File: config.mk
export PLATFORM = sky130hd
export DESIGN_NAME = des_key_sched_ctrl_flat
export DESIGN_NICKNAME = d
export VERILOG_FILES = /design/src/rtl/des_pkg.sv /design/src/rtl/des_key_sched_ctrl_if.sv /design/src/rtl/des_pc2.sv /design/src/rtl/des_key_sched_ctrl.sv /design/src/flat_wrapper.sv
export SDC_FILE = /design/constraint.sdc
export NUM_CORES = 1
export LEC_CHECK = 0
export BUFFER_PORTS_ARGS = -buffer_cell sky130_fd_sc_hd__buf_4
export CAP_MARGIN = 20
export CORE_ASPECT_RATIO = 2
export CORE_MARGIN = 2
export CORE_UTILIZATION = 40
export DETAILED_ROUTE_END_ITERATION = 16
export MAX_ROUTING_LAYER = met4
export REMOVE_ABC_BUFFERS = 1
export SLEW_MARGIN = 25
export SYNTH_ARGS = -nofsm -noshare
export SYNTH_HDL_FRONTEND = slang
export SYNTH_SLANG_ARGS = --single-unit
File: constraint.sdc
create_clock -name clk_in -period 7.8 [get_ports clk_in]
set_input_delay 1.95 -clock clk_in [delete_from_list [all_inputs] [get_ports clk_in]]
set_output_delay 1.95 -clock clk_in [all_outputs]
set_load 0.05 [all_outputs]
File: src/rtl/des_pkg.sv
// Shared definitions for the DES key-schedule controller: FSM states, round index type,
// the per-round shift table, the PC-2 selection table and 28-bit rotate helpers.
// Purely declarative: no latency or flow-control behaviour of its own.
package des_pkg;

   typedef enum logic [1:0] {
      ST_IDLE = 2'd0,
      ST_RUN  = 2'd1,
      ST_DONE = 2'd2
   } state_t;

   typedef logic [3:0] round_t;

   localparam round_t LAST_ROUND = 4'd15;

   // Left-shift count per DES round, entry n (1..16) at bits [2*(n-1) +: 2].
   // Listed from entry 16 down to entry 1.
   localparam logic [31:0] SHIFT_TBL = {
      2'd1, 2'd2, 2'd2, 2'd2, 2'd2, 2'd2, 2'd2, 2'd1,
      2'd2, 2'd2, 2'd2, 2'd2, 2'd2, 2'd2, 2'd1, 2'd1
   };

   // PC-2: output bit j (1 = MSB) takes input bit PC2_TBL entry j (1 = MSB of {C,D}).
   // First listed entry occupies the top 6 bits.
   localparam logic [287:0] PC2_TBL = {
      6'd14, 6'd17, 6'd11, 6'd24, 6'd1,  6'd5,
      6'd3,  6'd28, 6'd15, 6'd6,  6'd21, 6'd10,
      6'd23, 6'd19, 6'd12, 6'd4,  6'd26, 6'd8,
      6'd16, 6'd7,  6'd27, 6'd20, 6'd13, 6'd2,
      6'd41, 6'd52, 6'd31, 6'd37, 6'd47, 6'd55,
      6'd30, 6'd40, 6'd51, 6'd45, 6'd33, 6'd48,
      6'd44, 6'd49, 6'd39, 6'd56, 6'd34, 6'd53,
      6'd46, 6'd42, 6'd50, 6'd36, 6'd29, 6'd32
   };

   // n is the 1-based DES round number (1..16).
   function automatic logic [1:0] shift_of(input logic [4:0] n);
      logic [3:0] idx;
      idx = 4'(n - 5'd1);
      return SHIFT_TBL[{idx, 1'b0} +: 2];
   endfunction

   // Only shift counts of 1 and 2 occur in the schedule.
   function automatic logic [27:0] rotl28(input logic [27:0] x, input logic [1:0] n);
      return (n == 2'd2) ? {x[25:0], x[27:26]} : {x[26:0], x[27]};
   endfunction

   function automatic logic [27:0] rotr28(input logic [27:0] x, input logic [1:0] n);
      return (n == 2'd2) ? {x[1:0], x[27:2]} : {x[0], x[27:1]};
   endfunction

endpackage

File: src/rtl/des_key_sched_ctrl_if.sv
// Key-load, start and subkey-stream signals of the DES key-schedule controller.
// master: key checker / sequencer / round datapath side; slave: the controller.
// Key load has no backpressure; the subkey stream is valid/ready.
interface des_key_sched_ctrl_if;
   import des_pkg::*;

   logic [55:0] key_in;
   logic        key_in_valid;
   logic        key_err_in;
   logic        start_in;
   logic        decrypt_in;
   logic        start_ready_out;
   logic [47:0] subkey_out;
   round_t      round_out;
   logic        subkey_valid_out;
   logic        subkey_ready_in;
   logic        done_out;
   logic        key_loaded_out;

   modport master (
      output key_in, key_in_valid, key_err_in, start_in, decrypt_in, subkey_ready_in,
      input  start_ready_out, subkey_out, round_out, subkey_valid_out, done_out,
             key_loaded_out
   );

   modport slave (
      input  key_in, key_in_valid, key_err_in, start_in, decrypt_in, subkey_ready_in,
      output start_ready_out, subkey_out, round_out, subkey_valid_out, done_out,
             key_loaded_out
   );

endinterface

File: src/rtl/des_pc2.sv
// DES permuted choice 2: selects 48 of the 56 bits of {C,D} to form a round subkey.
// Latency: purely combinational. Backpressure: none (pure wiring).
// Ports: cd (56-bit {C,D}, FIPS bit 1 at MSB), subkey (48-bit, FIPS bit 1 at MSB).
module des_pc2
   import des_pkg::*;
(
   input  logic [55:0] cd,
   output logic [47:0] subkey
);

   for (genvar j = 0; j < 48; j++) begin : g_bit
      // FIPS bit p (1-based from the MSB) lives at vector index 56-p.
      localparam int SRC = 56 - int'(PC2_TBL[(47 - j) * 6 +: 6]);
      assign subkey[47 - j] = cd[SRC];
   end

endmodule

File: src/rtl/des_key_sched_ctrl.sv
// DES key-schedule controller: holds a master key and streams 16 PC-2 subkeys per start.
// Latency: first subkey valid the cycle after start acceptance, one subkey per handshake.
// Backpressure: subkey held stable while subkey_ready_in is low; key load is never stalled.
// Ports: clk_in, rst_n_in (async, active-low), bus (slave modport: key load, start, subkey stream).
module des_key_sched_ctrl
   import des_pkg::*;
(
   input  logic                       clk_in,
   input  logic                       rst_n_in,
   des_key_sched_ctrl_if.slave        bus
);

   state_t      state;
   logic [55:0] master_key;
   logic        key_loaded;
   logic [27:0] c_reg;
   logic [27:0] d_reg;
   round_t      round;
   logic        decrypt;
   logic        subkey_valid;
   logic        done;

   logic        start_ready;
   logic        start_acc;
   logic        hshake;
   logic [4:0]  tbl_idx;
   logic [1:0]  rot_amt;
   logic [27:0] c_nxt;
   logic [27:0] d_nxt;
   logic [47:0] subkey;

   // A key arriving this very cycle blocks the start so the schedule never
   // runs from a key that is about to be replaced or rejected.
   assign start_ready = (state == ST_IDLE) & key_loaded & ~bus.key_in_valid;
   assign start_acc   = bus.start_in & start_ready;
   assign hshake      = subkey_valid & bus.subkey_ready_in;

   // Moving from round r to r+1: encrypt applies the shift of DES round r+2
   // (the first shift was applied at load); decrypt undoes the shift of round 16-r.
   always_comb begin
      tbl_idx = 5'd1;
      c_nxt   = c_reg;
      d_nxt   = d_reg;
      if (decrypt) begin
         tbl_idx = 5'd16 - {1'b0, round};
      end else begin
         tbl_idx = {1'b0, round} + 5'd2;
      end
      rot_amt = shift_of(tbl_idx);
      if (decrypt) begin
         c_nxt = rotr28(c_reg, rot_amt);
         d_nxt = rotr28(d_reg, rot_amt);
      end else begin
         c_nxt = rotl28(c_reg, rot_amt);
         d_nxt = rotl28(d_reg, rot_amt);
      end
   end

   always_ff @(posedge clk_in or negedge rst_n_in) begin
      if (!rst_n_in) begin
         state        <= ST_IDLE;
         master_key   <= '0;
         key_loaded   <= 1'b0;
         c_reg        <= '0;
         d_reg        <= '0;
         round        <= '0;
         decrypt      <= 1'b0;
         subkey_valid <= 1'b0;
         done         <= 1'b0;
      end else begin
         done <= 1'b0;

         // Master key updates in any state; a running schedule only uses c_reg/d_reg.
         if (bus.key_in_valid) begin
            if (!bus.key_err_in) begin
               master_key <= bus.key_in;
               key_loaded <= 1'b1;
            end else begin
               key_loaded <= 1'b0;
            end
         end

         case (state)
            ST_IDLE: begin
               if (start_acc) begin
                  decrypt      <= bus.decrypt_in;
                  round        <= '0;
                  subkey_valid <= 1'b1;
                  state        <= ST_RUN;
                  // Decrypt starts at K16, whose cumulative rotation (28) is the identity.
                  if (bus.decrypt_in) begin
                     c_reg <= master_key[55:28];
                     d_reg <= master_key[27:0];
                  end else begin
                     c_reg <= rotl28(master_key[55:28], 2'd1);
                     d_reg <= rotl28(master_key[27:0], 2'd1);
                  end
               end
            end

            ST_RUN: begin
               if (hshake) begin
                  if (round == LAST_ROUND) begin
                     subkey_valid <= 1'b0;
                     done         <= 1'b1;
                     state        <= ST_DONE;
                  end else begin
                     c_reg <= c_nxt;
                     d_reg <= d_nxt;
                     round <= round + 4'd1;
                  end
               end
            end

            ST_DONE: begin
               state <= ST_IDLE;
            end

            default: begin
               state <= ST_IDLE;
            end
         endcase
      end
   end

   des_pc2 u_pc2 (
      .cd     ({c_reg, d_reg}),
      .subkey (subkey)
   );

   assign bus.start_ready_out  = start_ready;
   assign bus.subkey_out       = subkey;
   assign bus.round_out        = round;
   assign bus.subkey_valid_out = subkey_valid;
   assign bus.done_out         = done;
   assign bus.key_loaded_out   = key_loaded;

endmodule

File: src/flat_wrapper.sv
// flat-port wrapper written by rule: the top's interface ports become plain ports
module des_key_sched_ctrl_flat import des_pkg::*;
  (clk_in, rst_n_in, bus_key_in, bus_key_in_valid, bus_key_err_in, bus_start_in, bus_decrypt_in, bus_subkey_ready_in, bus_start_ready_out, bus_subkey_out, bus_round_out, bus_subkey_valid_out, bus_done_out, bus_key_loaded_out);
  des_key_sched_ctrl_if bus_i ();
  input  logic clk_in;
  input  logic rst_n_in;
  input wire logic [$bits(bus_i.key_in)-1:0] bus_key_in;
  input wire logic [$bits(bus_i.key_in_valid)-1:0] bus_key_in_valid;
  input wire logic [$bits(bus_i.key_err_in)-1:0] bus_key_err_in;
  input wire logic [$bits(bus_i.start_in)-1:0] bus_start_in;
  input wire logic [$bits(bus_i.decrypt_in)-1:0] bus_decrypt_in;
  input wire logic [$bits(bus_i.subkey_ready_in)-1:0] bus_subkey_ready_in;
  output wire logic [$bits(bus_i.start_ready_out)-1:0] bus_start_ready_out;
  output wire logic [$bits(bus_i.subkey_out)-1:0] bus_subkey_out;
  output wire logic [$bits(bus_i.round_out)-1:0] bus_round_out;
  output wire logic [$bits(bus_i.subkey_valid_out)-1:0] bus_subkey_valid_out;
  output wire logic [$bits(bus_i.done_out)-1:0] bus_done_out;
  output wire logic [$bits(bus_i.key_loaded_out)-1:0] bus_key_loaded_out;
  assign bus_i.key_in = bus_key_in;
  assign bus_i.key_in_valid = bus_key_in_valid;
  assign bus_i.key_err_in = bus_key_err_in;
  assign bus_i.start_in = bus_start_in;
  assign bus_i.decrypt_in = bus_decrypt_in;
  assign bus_i.subkey_ready_in = bus_subkey_ready_in;
  assign bus_start_ready_out = bus_i.start_ready_out;
  assign bus_subkey_out = bus_i.subkey_out;
  assign bus_round_out = bus_i.round_out;
  assign bus_subkey_valid_out = bus_i.subkey_valid_out;
  assign bus_done_out = bus_i.done_out;
  assign bus_key_loaded_out = bus_i.key_loaded_out;
  des_key_sched_ctrl u_core (.clk_in(clk_in), .rst_n_in(rst_n_in), .bus(bus_i));
endmodule
[Word-level counts from Yosys, hierarchy flattened]
Cells that the tools add are included.
Cells by class
  add/subtract/negate cells: 4
  equal/unequal tests: 7
  shift operators: 1
  multiplexer cells: 33
  bitwise logic cells: 6
  reductions and logical operators: 7
Operators with widths (count)
  two-way mux 28 bit: 14
  case mux 28 bit (2 select lines): 2
  variable part select 32 x 6 -> 2 bit (first input constant): 1
  two-way mux 4 bit: 4
  case mux 4 bit (2 select lines): 1
  AND reduction 4 bit: 2
  two-way mux 1 bit: 7
  two-way mux 2 bit: 3
  != test 2 x 1 -> 1 bit (second input constant): 3
  adder 4 x 1 -> 4 bit (second input constant): 1
  adder 4 x 2 -> 4 bit (second input constant): 1
  bitwise AND 1 bit: 4
  equality test 4 bit (second input constant): 1
  case mux 2 bit (2 select lines): 1
  AND reduction 2 bit: 2
  subtractor 1 x 4 -> 4 bit (first input constant): 1
  subtractor 4 x 1 -> 4 bit (second input constant): 1
  AND reduction 3 bit: 1
  equality test 2 x 1 -> 1 bit (second input constant): 1
  equality test 2 bit (second input constant): 1
  zero test 2 bit: 1
  != test 2 bit (second input constant): 1
  inverter 1 bit: 2
  case mux 1 bit (2 select lines): 1
  nonzero test 2 bit: 1
Word-level totals
  bits in registers: 122
  input bits: 63
  logic and storage cells: 67

[Depth between registers and ports, before layout]
Gate-level depths: netlist (run 1).
  depth in word-level cells: 10
  gate-level depth with buffers: 14
  depth with buffers taken out: 12

[Hierarchy]
From an unflattened synthesis (run 1), not the netlist that was laid out.
Second synthesis, totals
  cells, all modules: 680
  area total of the unflattened synthesis: 7753.7 um2
Modules (own cells, without submodules)
  des_key_sched_ctrl: instances 1, cells each 632, area an instance 7393.3 um2
  des_pc2: instances 1, cells each 48, area an instance 360.3 um2

[Worst setup path after synthesis (run 1)]
OpenSTA, ideal clock, no wires.
  kind: input -> output
  from: input port bus_key_in_valid
  to: output port bus_start_ready_out
  data arrival time: 3.226 ns
  slack: 2.624 ns
  cell stages on the path: 2
  cell sequence: nand2b_1 -> nor3_1
Between the ends
  cells in the longest elaborated chain, start to end: 2
RTL lines
  start, declared: RTL line flat_wrapper.sv:8  | input wire logic [$bits(bus_i.key_in_valid)-1:0] bus_key_in_valid;
  inverter 1 bit: RTL line des_key_sched_ctrl.sv:34  | assign start_ready = (state == ST_IDLE) & key_loaded & ~bus.key_in_valid;
  bitwise AND 1 bit: RTL line des_key_sched_ctrl.sv:34
  end, declared: RTL line flat_wrapper.sv:13  | output wire logic [$bits(bus_i.start_ready_out)-1:0] bus_start_ready_out;
No other way between the ends.

[Worst setup path after layout (run 1)]
Same ends and word-level chain as after synthesis.

==> run metrics, run 1 <==
R2R Path End u_core.d_reg[20]; post-synthesis sequential area ratio 0.395; Period minus WS final 4650 ps; gpl congestion ~0.8; setup bufs post-CTS 0; io pins ~120; DR vias approximately 6000; Post-Layout Inst Area around 0.009 mm²; buffers added on ports ~120; post-synthesis mux area share 0.236; Hold Crit Class reg2reg; most frequent cell after synthesis dfrtp_1; main combinational cell family by area after synthesis multiplexers; first-pass GRT wire length 34400 µm; relative slew slack 0.327; crit path from bus_key_in_valid; run status finished clean; DP Area 0.00837 mm²; GRT overflow 0; mapped cell area between 0.007 and 0.008 mm²; 1st-iter DRT viols just over 300; final wirelength about 21000 µm; EDFF count, synth 0; H-tree levels 4; commonest cells in the netlist dfrtp_1 (122), mux2i_1 (118), a21oi_1 (63); endpoint type of the worst setup path output port; max FFs per register between 50 and 60; final setup fails 0; Syn. warnings 0; DRC Markers 0; synth top area cells dfrtp_1 (40%), mux2i_1 (15%), mux2_2 (8.3%), buf_4 (5.0%), a21oi_1 (4.1%); Clock Root Buffer clkbuf_16; Hold-fix buffers, CTS 0; Max FO, Critical Path 3; Max Cap Viol 0; Final Hold Violating Endpoints 0; CTS clk-pin slew, worst paths ~50 ps; CTS tree built; wire per inst about 20 µm; flops & latches, synth 122; max-slew violations 0; Post-Synth Simple-Gate Area 0.0949; largest net degree at the start of global routing 96; compound-cell area share of the yosys netlist 0.172; 1st-pass router iterations 5; Vert. Die Dim 201 µm; CTS resizes 0; fin crit share 0.597; Yosys top cell by area dfrtp_1; vias in the first global route roughly 6400; antenna fix cells 0; CP Depth 4; DIE AREA 0.0205 mm²; crit path to bus_start_ready_out; fill cell count roughly 1800; cell row count between 70 and 80; FFs w/ async S/R, synth 1.00; setup TNS 0 ps; crit path DAT ~2700 ps; Final #Nets between 800 and 900; adder-cell share of the synthesized area 0.0130; Critical Path Max Stage Delay about 260 ps; total CTS buffers 17; crit path max-delay cell type buf_4; Synth Flop Type dfrtp_1; remaining antenna violation count 0; final clock skew approximately 6.5 ps; Layout area overhead 16.2%; Critical Path Most Common Cell buf_4; Placed Cells slightly above 1000; type of the worst setup path in2out; top cell type's share of synthesized area 0.395; Core ar. around 0.019 mm²; die width just over 100 µm; unrepaired setup endpoints after global routing no; Distinct cells, synth 48; share of cells above drive strength 1 0.288; Crit path required time about 5900 ps; CP cell instances buf_4 > nand2b_1 > nor3_1 > buf_4; GRT Util Overall 0.221; initial core utilization 0.410; Skew-Pair Late Insertion Delay ~420 ps; vias per cell 5.81; clock sink count 122; max frequency 215 MHz; R2R Setup Slk between 3000 and 4000 ps; Post-Syn Instances 748; cell family with the largest share of critical-path delay simple AND/OR/NAND/NOR gates; R2R depth 13; post-synthesis xor/xnor area fraction 0.00340; syn avg cell area about 10 µm²; initial antenna violation count 0; Slew @ Worst Pin between 1000 and 1500 ps; DPL Wire Length about 14000 µm; CP Launch Type input port; WP buf/inv 2; Max clock buf depth 2; post-route insts no fill 1053; worst r2r src u_core.bus.round_out[0]
-- area by class of cell --
cell class	count	area, µm²	share of cell area
Sequential cell	122	3050	0.340
Timing Repair Buffer	126	950	0.106
Clock buffer	20	457	0.0509
Multi-Input combinational cell	511	4020	0.448
Tap cell	255	319	0.0355
Inverter	7	26.3	0.00293
Clock inverter	12	148	0.0164
-- kinds of logic after synthesis --
logic type / after synthesis
buffers and inverters: 115
AOI/OAI and AO/OA: 186
DFF: 122
muxes: 175
and+or+nand+nor: 139
adders and majority gates: 8
xor gates and xnor gates: 3
-- worst min path at each step --
stage	start	end	slack, ps	depth (start not counted)
3_5_place_dp	u_core.d_reg[21]	u_core.d_reg[21]	500	2
4_1_cts	u_core.d_reg[21]	u_core.d_reg[21]	520	2
5_1_grt	u_core.master_key[28]	u_core.master_key[28]	550	1
2_1_floorplan	u_core.d_reg[21]	u_core.d_reg[21]	470	2
3_3_place_gp	u_core.d_reg[21]	u_core.d_reg[21]	500	2
6_report	u_core.d_reg[21]	u_core.d_reg[21]	520	2
-- worst min-delay path, delay by kind of cell, from the launching register on --
| kind | cells | cell delay (ps) |
|---|---|---|
| AO/OA/AOI/OAI | 2 | 130 |
| flip-flops | 1 | 360 |
-- per-stage QoR --
| step | hold slack (ps) | utilization | worst slack (ps) |
|---|---|---|---|
| finish | 523 | 0.477 | 3150 |
| global route | 553 | 0.477 | 3100 |
| CTS | 522 | 0.476 | 3150 |
| detailed placement | 504 | 0.444 | 3150 |
| global placement | 501 | 0.444 | 3180 |
| floorplan | 470 | - | 2230 |
-- cell usage in the layout, fill, tap and decap left out, types with 3 or more instances in the layout --
| cell type | instances |
|---|---|
| clkinv_2 | 4 |
| o221ai_1 | 18 |
| inv_1 | 6 |
| a211oi_1 | 38 |
| o31ai_1 | 23 |
| mux2_2 | 57 |
| nor3_1 | 47 |
| o211ai_1 | 3 |
| bufinv_16 | 3 |
| o21ai_0 | 11 |
| clkbuf_16 | 17 |
| dfrtp_1 | 121 |
| nor2_1 | 25 |
| nand2b_1 | 3 |
| a31oi_1 | 3 |
| a21boi_0 | 5 |
| and2_1 | 12 |
| nand2_1 | 16 |
| nand3_1 | 3 |
| buf_4 | 125 |
| a21oi_1 | 63 |
| ha_1 | 8 |
| a221o_1 | 12 |
| mux2i_1 | 118 |
| nor2b_1 | 18 |
| clkinvlp_4 | 5 |
-- routing by layer --
layer / vias up / track usage / share of wire / wire length (µm)
met5: - / - / 0 / 0
met4: 0 / 0.0876 / 0.025 / 532
met3: 34 / 0.0366 / 0.041 / 881
met2: 175 / 0.391 / 0.56 / 12000
met1: 3096 / 0.241 / 0.37 / 8050
li1: 2817 / - / - / -
Power of run 1 is left out: the tool's default activity adds up to more than one toggle a clock period on the data nets, which glitch-free logic cannot reach.
==> run 2, diff against run 1 <==
Clock period 7.8 ns to 4.1 ns, I/O delays scaled along.
==> run 2 against run 1 <==
  * Critical path depth increased by 9
  * Clock-buffer cell count increased by 2
  * Cell count increased by 0.76%
  * Sequential share of layout area decreased by 0.44 points
  * Critical path type is now reg2reg
==> run metrics, run 2 (synthesis results as in run 1) <==
GRT busiest layer met2; initial antenna violation count 0; Post-Layout Inst Area 0.00910 mm²; post-route insts no fill approximately 1100; Layout area overhead 17.8%; Period minus WS final around 3600 ps; max frequency 280 MHz; buffers added on ports between 100 and 150; H-tree levels 4; max FFs per register 56; global-route met1 utilization 0.251; gpl congestion just under 0.9; cell row count 71; Slew @ Worst Pin 892 ps; Clock Root Buffer clkbuf_16; crit path DAT 3830 ps; Hold Crit Class reg2reg; DPL Wire Length between 10000 and 15000 µm; DIE AREA 0.0205 mm²; Hold-fix buffers, CTS 0; CTS tree built; vias in the first global route between 6000 and 7000; endpoint type of the worst setup path register; DR vias 6130; CTS clk-pin slew, worst paths about 50 ps; Core ar. between 0.015 and 0.02 mm²; Vert. Die Dim roughly 200 µm; Max clock buf depth 2; type of the worst setup path reg2reg; GRT Util Overall 0.225; relative slew slack 0.404; M3 GR Usage 0.0362; most frequent cells in the layout buf_4 (132), dfrtp_1 (121), mux2i_1 (118); DRC Markers 0; GRT overflow 0; CP Launch Type register; final setup fails 0; CTS resizes 0; 1st-pass router iterations 4; Crit path required time between 4000 and 5000 ps; initial core utilization 0.410; antenna fix cells 0; Skew-Pair Late Insertion Delay approximately 430 ps; largest net degree at the start of global routing about 80; share of cells above drive strength 1 0.295; commonest non-fill, non-tap cell in the layout buf_4; Placed Cells approximately 1000; final clock skew 8.45 ps; run status finished clean; final wirelength ~22000 µm; max-slew violations 0; met2 Track Usage GR 0.382; unrepaired setup endpoints after global routing no; io pins 119; total CTS buffers 17; wire per inst approximately 20 µm; die width roughly 100 µm; DP Area approximately 0.0085 mm²; 1st-iter DRT viols 207; clock sink count between 100 and 150; Max Cap Viol 0; remaining antenna violation count 0; first-pass GRT wire length 35100 µm; setup bufs post-CTS 0; R2R Setup Slk 520 ps; fin crit share 0.873; vias per cell ~5.8; Max FO, Critical Path 27; fin util 0.483; Final #Nets about 870; Final Hold Violating Endpoints 0
run 2: final cells by class:
cell class | instances | area, µm²
Inverter | 7 | 26.3
Clock buffer | 22 | 484
Timing Repair Buffer | 136 | 1070
Multi-Input combinational cell | 511 | 4020
Fill cell | 1775 | 9740
Sequential cell | 122 | 3050
Clock inverter | 8 | 118
Tap cell | 255 | 319
run 2: per-stage QoR:
step                setup WS (ps)  TNS [ps]  hold slack, ps
global route                  333         0             561
floorplan                    -545    -28160             470
CTS                           565         0             530
finish                        523         0             521
detailed placement            574         0             512
global placement              712         0             501
run 2: critical path: stages (launching register included):
cell and delay [ps]:
dfrtp_1 510, inv_1 140, ha_1 320, nand2b_1 170, nand2_1 150, ha_1 330
nand2_1 70, or2_2 280, a31o_2 270, o31a_4 150, nor2_8 360, buf_12 260
mux2i_1 230, o221ai_1 150
run 2: path summary, 6_finish.rpt:
| kind | start | end | depth (start not counted) |
|---|---|---|---|
| setup / recovery | u_core.bus.round_out[0] | u_core.c_reg[4] | 13 |
| min in group asynchronous | rst_n_in | u_core.master_key[19] | 1 |
| setup reg to reg | u_core.bus.round_out[0] | u_core.c_reg[4] | 13 |
| hold / removal | u_core.bus.key_loaded_out | u_core.bus.key_loaded_out | 2 |
| hold reg to reg | u_core.bus.key_loaded_out | u_core.bus.key_loaded_out | 2 |
| max in group asynchronous | rst_n_in | u_core.master_key[5] | 2 |
run 2: metal layers:
metal / part of all wire / vias to the layer above
li1: - / 2825
met1: 0.37 / 3074
met2: 0.55 / 176
met3: 0.040 / 55
met4: 0.036 / 0
met5: 0 / -
Power of run 2 is left out for the same reason.
==> run 3, diff against run 2 <==
Settings changed: PLACE_DENSITY set to 0.66.
==> run 3 against run 2 <==
  * Clock-buffer cell count shrank 3
  * Die area did not move
  * Worst setup slack improved by 200 ps
  * Register-to-register slack improved by 200 ps
  * Sequential share of layout area shrank 0.18 points
  * Wire length fell by 1.3%
  * Worst hold slack worse by 3.8 ps
  * Sequential cell count stayed put
  * Largest cell class unchanged
==> run metrics, run 3 (synthesis results as in run 1) <==
Final #Nets 868; Max Cap Viol 0; final clock skew between 9 and 10 ps; run status finished clean; setup bufs post-CTS 0; CP Launch Type register; CP Depth 13; unrepaired setup endpoints after global routing no; 1st-pass router iterations 5; initial antenna violation count 0; remaining antenna violation count 0; post-route insts no fill around 1100; crit path max-delay cell type dfrtp_1; Slew @ Worst Pin 840 ps; 1st-iter DRT viols roughly 220; final setup fails 0; wire per inst between 20 and 25 µm; GRT overflow 0; Placed Cells roughly 1000; CTS clk-pin slew, worst paths ~60 ps; Crit path required time around 4400 ps; Period minus WS final around 3400 ps; crit path DAT ~3700 ps; gpl congestion 0.853; worst r2r src u_core.bus.round_out[0]; Max FO, Critical Path 30; Critical Path Max Stage Delay a little over 500 ps; die width between 100 and 150 µm; relative slew slack 0.440; GRT Util Overall 0.223; fin crit share 0.823; vias in the first global route approximately 6400; CP cell instances inv_1 > ha_1 > nand2b_1 > nand2_1 > ha_1 > nand2_1 > or2_2 > a31o_2 > o31a_4 > nor2_8 > buf_12 > mux2i_1 > a221o_1; total CTS buffers 17; clock sink count roughly 120; max-slew violations 0; largest net degree at the start of global routing 79; cell family with the largest share of critical-path delay simple AND/OR/NAND/NOR gates; Final Hold Violating Endpoints 0; cell row count 71; Skew-Pair Late Insertion Delay 420 ps; max FFs per register between 50 and 60; Hold-fix buffers, CTS 0; WP buf/inv 2; Layout area overhead 18.4%; antenna fix cells 0; Max clock buf depth 2; R2R Setup Slk 720 ps; most frequent cells in the layout buf_4 (135), dfrtp_1 (121), mux2i_1 (118); Clock Root Buffer clkbuf_16; buffers added on ports 118; vias per cell approximately 5.7; io pins about 120; initial core utilization 0.410; crit path from u_core.bus.round_out[0]; DPL Wire Length between 10000 and 15000 µm; DR vias slightly above 6000; Core ar. 0.0188 mm²; CTS tree built; DIE AREA 0.0205 mm²; type of the worst setup path reg2reg; final wirelength ~21000 µm; DRC Markers 0; R2R depth 13; H-tree levels 4; crit path to u_core.c_reg[21]; endpoint type of the worst setup path register; Vert. Die Dim roughly 200 µm; CTS resizes 0; commonest non-fill, non-tap cell in the layout buf_4; first-pass GRT wire length 34600 µm; share of cells above drive strength 1 0.299; max frequency 296 MHz; Hold Crit Class reg2reg; R2R Path End u_core.c_reg[21]
run 3: worst min path at each step:
stage,start,to,slack (ps),cells past startpoint
after global routing,u_core.master_key[25],u_core.master_key[25],560,1
after floorplan,u_core.d_reg[21],u_core.d_reg[21],470,2
after global placement,u_core.bus.key_loaded_out,u_core.bus.key_loaded_out,510,2
after CTS,u_core.bus.key_loaded_out,u_core.bus.key_loaded_out,520,2
final,u_core.bus.key_loaded_out,u_core.bus.key_loaded_out,520,2
after detailed placement,u_core.bus.key_loaded_out,u_core.bus.key_loaded_out,510,2
run 3: cell type report:
type | instances | area, µm²
sequential | 122 | 3050
timing repair buffer | 138 | 1070
clock buffer | 19 | 453
tap | 255 | 319
fill | 1814 | 9690
inverter | 7 | 26.3
multi-input combinational | 511 | 4020
clock inverter | 12 | 196
run 3: routing by layer:
metal,GRT usage,share of wire,routed length (µm)
met1,0.248,0.39,8280
met2,0.388,0.55,11800
met3,0.0341,0.030,638
met4,0.0910,0.030,630
met5,-,0,0
run 3: worst min-delay path, stage by stage, from the launching register on:
cell	delay, ps
dfrtp_1	340
nand2b_1	70
o21ai_0	70
run 3: metrics by stage:
step | area, µm² | hold slack [ps] | util | setup TNS [ps] | worst slack [ps]
after floorplan | 7090 | 470 | - | -28160 | -545
after global routing | 9150 | 557 | 0.486 | 0 | 460
final | 9150 | 518 | 0.486 | 0 | 724
after detailed placement | 8500 | 512 | 0.451 | 0 | 764
after CTS | 9150 | 524 | 0.486 | 0 | 733
after global placement | 8500 | 508 | 0.451 | 0 | 833
Power of run 3 is left out for the same reason.
